$ cat src/rtl/plab4_net_ring_route_sched.sv
// Ring router output scheduler: greedy route per input, per-output packet-hold arbitration.
// Define PLAB4_NET_ROUTE_SCHED_RR_EN for round-robin arbitration; otherwise fixed priority 0 > 1 > 2.
module plab4_net_ring_route_sched #(
  parameter int p_router_id   = 0,
  parameter int p_num_routers = 8,
  localparam int c_dest_nbits = $clog2(p_num_routers)
) (
  input  logic                      clk,
  input  logic                      reset,
  input  logic [2:0]                in_val,
  output logic [2:0]                in_rdy,
  input  logic [3*c_dest_nbits-1:0] in_dest,
  input  logic [2:0]                in_last,
  output logic [2:0]                out_val,
  input  logic [2:0]                out_rdy,
  output logic [5:0]                xbar_sel
);

  localparam logic [c_dest_nbits-1:0] c_id = p_router_id[c_dest_nbits-1:0];

  typedef enum logic {IDLE, BUSY} state_t;

  state_t     state_q [3];
  state_t     state_d [3];
  logic [1:0] owner_q [3];
  logic [1:0] owner_d [3];
`ifdef PLAB4_NET_ROUTE_SCHED_RR_EN
  logic [1:0] ptr_q [3];
  logic [1:0] ptr_d [3];
`endif

  logic [2:0][1:0] route;
  logic [2:0]      owned;

  // Modular distances on the ring; a tie resolves toward PREV.
  for (genvar gi = 0; gi < 3; gi++) begin : g_route
    logic [c_dest_nbits-1:0] dest;
    logic [c_dest_nbits-1:0] forw;
    logic [c_dest_nbits-1:0] backw;
    assign dest  = in_dest[gi*c_dest_nbits +: c_dest_nbits];
    assign forw  = dest - c_id;
    assign backw = c_id - dest;
    assign route[gi] = (dest == c_id) ? 2'd1 : ((forw < backw) ? 2'd2 : 2'd0);
  end

  always_comb begin
    owned = '0;
    for (int o = 0; o < 3; o++) begin
      if (state_q[o] == BUSY) owned[owner_q[o]] = 1'b1;
    end
  end

  always_comb begin
    logic [2:0] cand;
    logic [2:0] idx;
    logic [1:0] g;
    logic       gv;
    in_rdy   = '0;
    out_val  = '0;
    xbar_sel = '0;
    cand     = '0;
    idx      = '0;
    g        = '0;
    gv       = 1'b0;
    for (int o = 0; o < 3; o++) begin
      state_d[o] = state_q[o];
      owner_d[o] = owner_q[o];
`ifdef PLAB4_NET_ROUTE_SCHED_RR_EN
      ptr_d[o]   = ptr_q[o];
`endif
      for (int i = 0; i < 3; i++) begin
        cand[i] = in_val[i] && (route[i] == o[1:0]) && !owned[i];
      end
      gv = 1'b0;
      g  = '0;
      if (state_q[o] == BUSY) begin
        gv = 1'b1;
        g  = owner_q[o];
      end else begin
`ifdef PLAB4_NET_ROUTE_SCHED_RR_EN
        for (int k = 0; k < 3; k++) begin
          idx = {1'b0, ptr_q[o]} + k[2:0];
          if (idx >= 3'd3) idx = idx - 3'd3;
          if (!gv && cand[idx]) begin
            gv = 1'b1;
            g  = idx[1:0];
          end
        end
`else
        for (int k = 0; k < 3; k++) begin
          if (!gv && cand[k]) begin
            gv = 1'b1;
            g  = k[1:0];
          end
        end
`endif
      end
      // Outputs are forced quiet while reset is held, even combinationally.
      if (gv && reset) begin
        out_val[o]         = in_val[g];
        xbar_sel[2*o +: 2] = g;
        in_rdy[g]          = out_rdy[o];
        if (in_val[g] && out_rdy[o]) begin
          if (state_q[o] == IDLE) begin
`ifdef PLAB4_NET_ROUTE_SCHED_RR_EN
            ptr_d[o] = (g == 2'd2) ? 2'd0 : g + 2'd1;
`endif
            if (!in_last[g]) begin
              state_d[o] = BUSY;
              owner_d[o] = g;
            end
          end else if (in_last[g]) begin
            state_d[o] = IDLE;
          end
        end
      end
    end
  end

  always_ff @(posedge clk or negedge reset) begin
    if (!reset) begin
      for (int o = 0; o < 3; o++) begin
        state_q[o] <= IDLE;
        owner_q[o] <= 2'd0;
`ifdef PLAB4_NET_ROUTE_SCHED_RR_EN
        ptr_q[o]   <= 2'd0;
`endif
      end
    end else begin
      for (int o = 0; o < 3; o++) begin
        state_q[o] <= state_d[o];
        owner_q[o] <= owner_d[o];
`ifdef PLAB4_NET_ROUTE_SCHED_RR_EN
        ptr_q[o]   <= ptr_d[o];
`endif
      end
    end
  end

endmodule

$ cat config.mk
export PLATFORM = sky130hd
export DESIGN_NAME = plab4_net_ring_route_sched
export DESIGN_NICKNAME = d
export VERILOG_FILES = /design/src/rtl/plab4_net_ring_route_sched.sv
export SDC_FILE = /design/constraint.sdc
export NUM_CORES = 1
export LEC_CHECK = 0
export BUFFER_PORTS_ARGS = -buffer_cell sky130_fd_sc_hd__buf_2
export CORE_UTILIZATION = 35
export DETAILED_ROUTE_END_ITERATION = 12
export PLACE_DENSITY_LB_ADDON = 0.3
export SYNTH_ARGS = -nofsm -noshare
export SYNTH_HDL_FRONTEND = slang
export SYNTH_SLANG_ARGS = --single-unit
$ cat constraint.sdc
create_clock -name clk -period 2.5 [get_ports clk]
set_input_delay 0.125 -clock clk [delete_from_list [all_inputs] [get_ports clk]]
set_output_delay 0.125 -clock clk [all_outputs]
set_load 0.02 [all_outputs]
# [After elaboration in Yosys (flattened, before gate mapping)]
# Cells that the tools add are included.
[word_totals] out_inout_bits=12 inputBits=20 register_bits=9 word_cells=170
[classes] eq_ne=6 n_bitwise=9 addsub=3 order_cmp=15 reduce_logical=57 n_mux=74
[ops] cell="1-bit 2-to-1 mux" count=39
[ops] cell="1-bit logical AND" count=36
[ops] cell="2-bit 2-to-1 mux" count=15
[ops] cell="2-bit by 3-bit less-than comparator with 1-bit output (second input constant)" count=6
[ops] cell="3-bit 2-to-1 mux" count=6
[ops] cell="1-bit binary-select mux with 2-bit select" count=6
[ops] cell="1-bit demux with 2-bit select" count=6
[ops] cell="2-bit by 1-bit >= comparator with 1-bit output (second input constant)" count=6
[ops] cell="4-bit AND reduction" count=3
[ops] cell="1-bit zero test" count=9
[ops] cell="3-bit zero test" count=3
[ops] cell="3-bit less-than comparator" count=3
[ops] cell="1-bit by 3-bit subtractor with 3-bit output (first input constant)" count=3
[ops] cell="3-bit bitwise mux" count=2
[ops] cell="2-bit by 1-bit equality test with 1-bit output (second input constant)" count=3
[ops] cell="2-bit equality test (second input constant)" count=3
[ops] cell="2-bit zero test" count=3
[ops] cell="1-bit inverter" count=6
[ops] cell="3-bit OR" count=2
[ops] cell="2-bit AND reduction" count=3
[ops] cell="3-bit AND" count=1

# [Longest topological paths before layout]
[logic_depth] word_depth=31 mapped_depth=11 depth_no_buf=10

# [Worst setup path before layout]
# OpenSTA, ideal clock, no wires.
[synth_timing] kind="register to output" start="reg owner_q[5] in the netlist's numbering" end="out in_rdy[2]" required_ns=2.375 n_path_buf=0 slack_ns=-0.219 stages_incl_launch_ff=8 t_arrival_ns=2.594 cell_sequence="dfrtp_1 > or3b_2 > a41o_1 > o41ai_4 > and2_1 > nor2b_1 > mux2_1 > mux2_4"
[synth_via] elab_chain_cells=31 elab_cells_between_ends=85 cone_classes="8 x order compare; 43 x mux; 3 x bitwise; 31 x reduce/logical"
[synth_rtl] element="start, declared" line_no="25" rtl="logic [1:0] owner_q [3];"
[synth_rtl] element="start signal, assigned by index" line_no="132" rtl="owner_q[o] <= owner_d[o];"
[synth_rtl] element="2-bit by 3-bit less-than comparator with 1-bit output (not written as such) / 2-bit by 1-bit >= comparator with 1-bit output (equally long branches)" line_no="49" rtl="if (state_q[o] == BUSY) owned[owner_q[o]] = 1'b1;"
[synth_rtl] element="1-bit logical AND (not written as such)" line_no="49"
[synth_rtl] element="1-bit 2-to-1 mux (not written as such)" line_no="49"
[synth_rtl] element="1-bit demux with 2-bit select" line_no="49"
[synth_rtl] element="3-bit 2-to-1 mux" line_no="49"
[synth_rtl] element="3-bit OR (no line)"
[synth_rtl] element="3-bit 2-to-1 mux" line_no="49"
[synth_rtl] element="3-bit OR (no line)"
[synth_rtl] element="[15 not listed]"
[synth_rtl] element="1-bit 2-to-1 mux (not written as such)" line_no="102" rtl="in_rdy[g] = out_rdy[o];"
[synth_rtl] element="1-bit demux with 2-bit select" line_no="102"
[synth_rtl] element="3-bit AND (no line)"
[synth_rtl] element="3-bit 2-to-1 mux" line_no="99" rtl="if (gv && reset) begin"
[synth_rtl] element="3-bit bitwise mux" line_no="102"
[synth_rtl] element="3-bit 2-to-1 mux" line_no="99"
[synth_rtl] element="3-bit bitwise mux" line_no="102"
[synth_rtl] element="3-bit 2-to-1 mux (*)" line_no="99"
[synth_rtl] element="end, declared" line_no="11" rtl="output logic [2:0] in_rdy,"
# Every way passes the cells marked *; elsewhere a longest branch is shown, timed or not. The select of a mux whose other input is x is not followed.

# [Worst setup path after layout]
[layout_timing] start="reg owner_q[3] in the netlist's numbering" end="out in_rdy[2]"
[layout_via] elab_chain_cells=30 elab_cells_between_ends=84 cone_classes="8 x order compare; 42 x mux; 3 x bitwise; 31 x reduce/logical"
[layout_rtl] element="2-bit by 3-bit less-than comparator with 1-bit output (not written as such) / 2-bit by 1-bit >= comparator with 1-bit output (equally long branches)" line_no="49"
[layout_rtl] element="1-bit logical AND (not written as such)" line_no="49"
[layout_rtl] element="1-bit 2-to-1 mux (not written as such)" line_no="49"
[layout_rtl] element="1-bit demux with 2-bit select" line_no="49"
[layout_rtl] element="3-bit OR (no line)"
[layout_rtl] element="3-bit 2-to-1 mux" line_no="49"
[layout_rtl] element="3-bit OR (no line)"
[layout_rtl] element="3-bit 2-to-1 mux" line_no="49"
[layout_rtl] element="[14 not listed]"
[layout_rtl] element="1-bit 2-to-1 mux (not written as such)" line_no="102"
[layout_rtl] element="1-bit demux with 2-bit select" line_no="102"
[layout_rtl] element="3-bit AND (no line)"
[layout_rtl] element="3-bit 2-to-1 mux" line_no="99"
[layout_rtl] element="3-bit bitwise mux" line_no="102"
[layout_rtl] element="3-bit 2-to-1 mux" line_no="99"
[layout_rtl] element="3-bit bitwise mux" line_no="102"
[layout_rtl] element="3-bit 2-to-1 mux (*)" line_no="99"
# Marked as above.

==> impl_results.md <==
* Initial antenna violation count at 0
* # IOs at 32
* Yosys warning count at 0
* Max cap viols at 0
* Crit-path slowest cell: a211oi_1
* Worst vdd ir at roughly 0.59 mV
* Area delta synth->final at 68.9%
* Seq/Total Area, Yosys at around 16%
* Dpl cells at 292
* Critical path class: reg2out
* RSZ-0062 raised after global routing: yes
* Place WS at -0.258 ns
* Ys async rst share at 100%
* Worst R2R Setup Slack at -0.29 ns
* Crit path to: in_rdy[2]
* Syn_area_per_cell at about 8 µm²
* Worst R2R Path Depth at 8
* Design area at 2370 µm²
* Sw Pwr at a little under 0.8 mW
* Reg-to-reg endpoint: owner_q[5]$_DFFE_PN0P_
* Die area at 4260 µm²
* Final worst path period need at 2.84 ns
* HPWL Detailed at 3.40 mm
* Starting density of the core at roughly 37%
* Num CTS Buffers at 3
* Worst path cell trace: nand3b_1, o2111ai_4, buf_4, a211oi_1, a41o_1, buf_4, nor2b_1, mux2_4, mux2_4, buf_6
* Vias per cell at about 5.5
* Syn_nets at between 200 and 250
* Setup ws final at -0.339 ns
* Crit start category: flop
* CTS tree: yes
* CP peak stage delay at between 0.4 and 0.5 ns
* Finished Core Util at 63.2%
* Root buffer cell: clkbuf_8
* Critical R2R Launch: owner_q[3]$_DFFE_PN0P_
* Largest net degree at the start of global routing at 12
* Layout cell share with drive strength beyond 1 at 52.2%
* Mapped Cells at approximately 180
* DIE WIDTH at roughly 65 µm
* Post-Route WL at 5.06 mm
* ANT nets after route at 0
* FF+latch count, synth at 9
* Worst-Margin Slew at approximately 0.55 ns
* Setup Skew at 0.000661 ns
* Die height at roughly 65 µm
* Top_reg_cell synth: dfrtp_1
* Final GP Congestion at about 0.94
* Remaining Overflow, GRT at 0
* Worst-Skew Late Latency at ~0.25 ns
* WHS at 0.260 ns
* Share of the synthesized area in the top cell type at around 16%
* Iteration-0 DRC Markers at 72
* Cell Area, Placed at ~1900 µm²
* Mapped cell area at 1400 µm²
* Max Clk Rate at 0.352 GHz
* Synth area leaders: dfrtp_1, mux2_2, ha_1
* Post-synth EDFFs at 0
* Hold Fails Final Rpt at 0
* Clock power share at 9.7%
* Total clock sinks at 9
* N_diodes at 0
* Failing checks: setup timing
* Worst setup EP type: output port
* Sw frac at 42.1%
* Finished Layout Cells at around 320
* Nets at 295
* Req. time, crit path at between 2 and 2.5 ns
* Max H-tree Level at 1
* DR pass1 iterations at 4
* Crit path depth at 10
* Pleak at between 1 and 1.5 nW
* CP max FO at 6
* Endpoints failing setup at 12
* WL per Instance at 16.0 µm
* Crit path DAT at around 2.7 ns
* Vias in the first global route at between 1,500 and 2,000
* Buf+Inv Stages, Crit Path at 3
* All-Layer GR Usage at 23.0%
* Final Cycle Share at 114%
* Site Rows at 22
* Slew HR at 63.1%
* PortBufs at 31
* Critical Path Start: owner_q[3]$_DFFE_PN0P_
* Pwr dens at 788 nW/µm²
* Vias at 1,753
* Cell variety after synth at 54
* Logic pwr share at 77.4%
* HP Class: in2reg
* Core outline area at around 3700 µm²
* Pint at about 1.1 mW
* Clk buf depth at 2
* CP delay by family, top: compound AO/OA/AOI/OAI gates
* Cell taking the most area after synthesis: dfrtp_1
* Pins Over Slew Limit at 0
* Drt drc at 0
* Clock transition at path regs at 0.05 ns
* Outcome: finished, violations left
* Global-route wire length before repair at 7.52 mm
* Flop pwr share at 12.9%
==> worst min-delay path, stage by stage <==
cell	delay (ns)
buf_2	0.13
nand2_1	0.08
o21ai_0	0.07
o21ai_0	0.06
==> layer usage <==
metal	share of wire [%]	vias to the layer above	GRT usage, %	wire length [µm]
met2	49	48	37.8	2470
met5	0	-	0	0
li1	-	842	-	-
met4	2.6	0	5.43	131
met3	4.7	17	4.34	240
met1	44	846	30.8	2220
==> worst min-delay path by stage <==
stage	cells past startpoint	endpoint	slack [ns]	start
after floorplan	0	owner_q[0]$_DFFE_PN0P_	-0.17	reset
after global placement	1	owner_q[2]$_DFFE_PN0P_	-0.008	reset
after detailed placement	1	owner_q[3]$_DFFE_PN0P_	-0.008	reset
after CTS	3	state_q[0]$_DFFE_PN0P_	0.26	out_rdy[2]
after global routing	3	state_q[0]$_DFFE_PN0P_	0.28	out_rdy[2]
final	4	state_q[1]$_DFFE_PN0P_	0.26	out_rdy[1]
==> power by group through the flow <==
stage	Combinational, mW	Sequential [mW]	Clock [mW]
2_1_floorplan	0.652	0.223	0
3_3_place_gp	1.06	0.239	0
3_5_place_dp	1.06	0.241	0
4_1_cts	1.25	0.233	0.176
5_1_grt	1.54	0.245	0.190
6_report	1.44	0.240	0.182
==> per-stage QoR <==
stage | power, mW | TNS [ns]
after floorplan | 0.874 | -0.0282
after CTS | 1.66 | -1.51
after global placement | 1.30 | -1.39
after detailed placement | 1.31 | -1.55
after global routing | 1.97 | -3.44
final | 1.86 | -2.33
==> synth_stat cells, drive strengths merged, types with 2 or more instances <==
cell / n
mux2i: 5
o41a: 2
nand3: 6
nor2: 15
a41o: 2
o211a: 2
a21boi: 4
a21o: 2
or3b: 2
o211ai: 3
clkbuf: 2
nand3b: 6
and3: 4
and2: 5
dfrtp: 9
o31ai: 4
and4: 2
buf: 3
o41ai: 2
nand4: 3
or3: 2
nand2b: 2
inv: 14
mux2: 13
nand2: 17
nor3b: 2
o21ai: 9
o2111ai: 4
nor2b: 5
a31oi: 2
a21oi: 5
ha: 6
==> layout make-up <==
class	count	area, µm²
inverter	14	52.6
fill	309	1380
timing repair buffer	93	687
clock buffer	4	45.0
sequential	9	228
tap	48	60.1
multi-input combinational	148	1290
==> cell families (layout without fill, tap and decap cells) <==
kind of cell	after synthesis	count (layout)	share of synthesized area, %
DFF	9	9	16.1
AOI/OAI and AO/OA	45	45	26.0
adders and majority gates	6	6	5.36
muxes	18	18	14.6
and+or+nand+nor	77	77	30.5
xor gates and xnor gates	2	2	1.25
buffers and inverters	19	111	6.25
==> registers in the layout, indices dropped and copies added (netlist names) <==
name,cells
owner_q,6
state_q,3
==> cell usage in the layout, fill, tap and decap left out, drive strengths merged, types with 5 or more instances in the layout <==
master | netlist | routed
nor2 | 15 | 15
buf | 3 | 92
nand3 | 6 | 6
mux2 | 13 | 13
dfrtp | 9 | 9
nand2 | 17 | 17
and2 | 5 | 5
mux2i | 5 | 5
nor2b | 5 | 5
nand3b | 6 | 6
ha | 6 | 6
o21ai | 9 | 9
inv | 14 | 14
a21oi | 5 | 5
==> what timing repair did <==
| item | in CTS | in global routing |
|---|---|---|
| hold endpoints to repair | 4 | 0 |
| resized for setup | 17 | 40 |
| buffers inserted | 12 | 7 |
| pin swaps | 7 | 9 |
| hold buffers | 1 | 0 |
| setup endpoints to repair | 9 | 19 |
(Power assumes the default switching activity.)
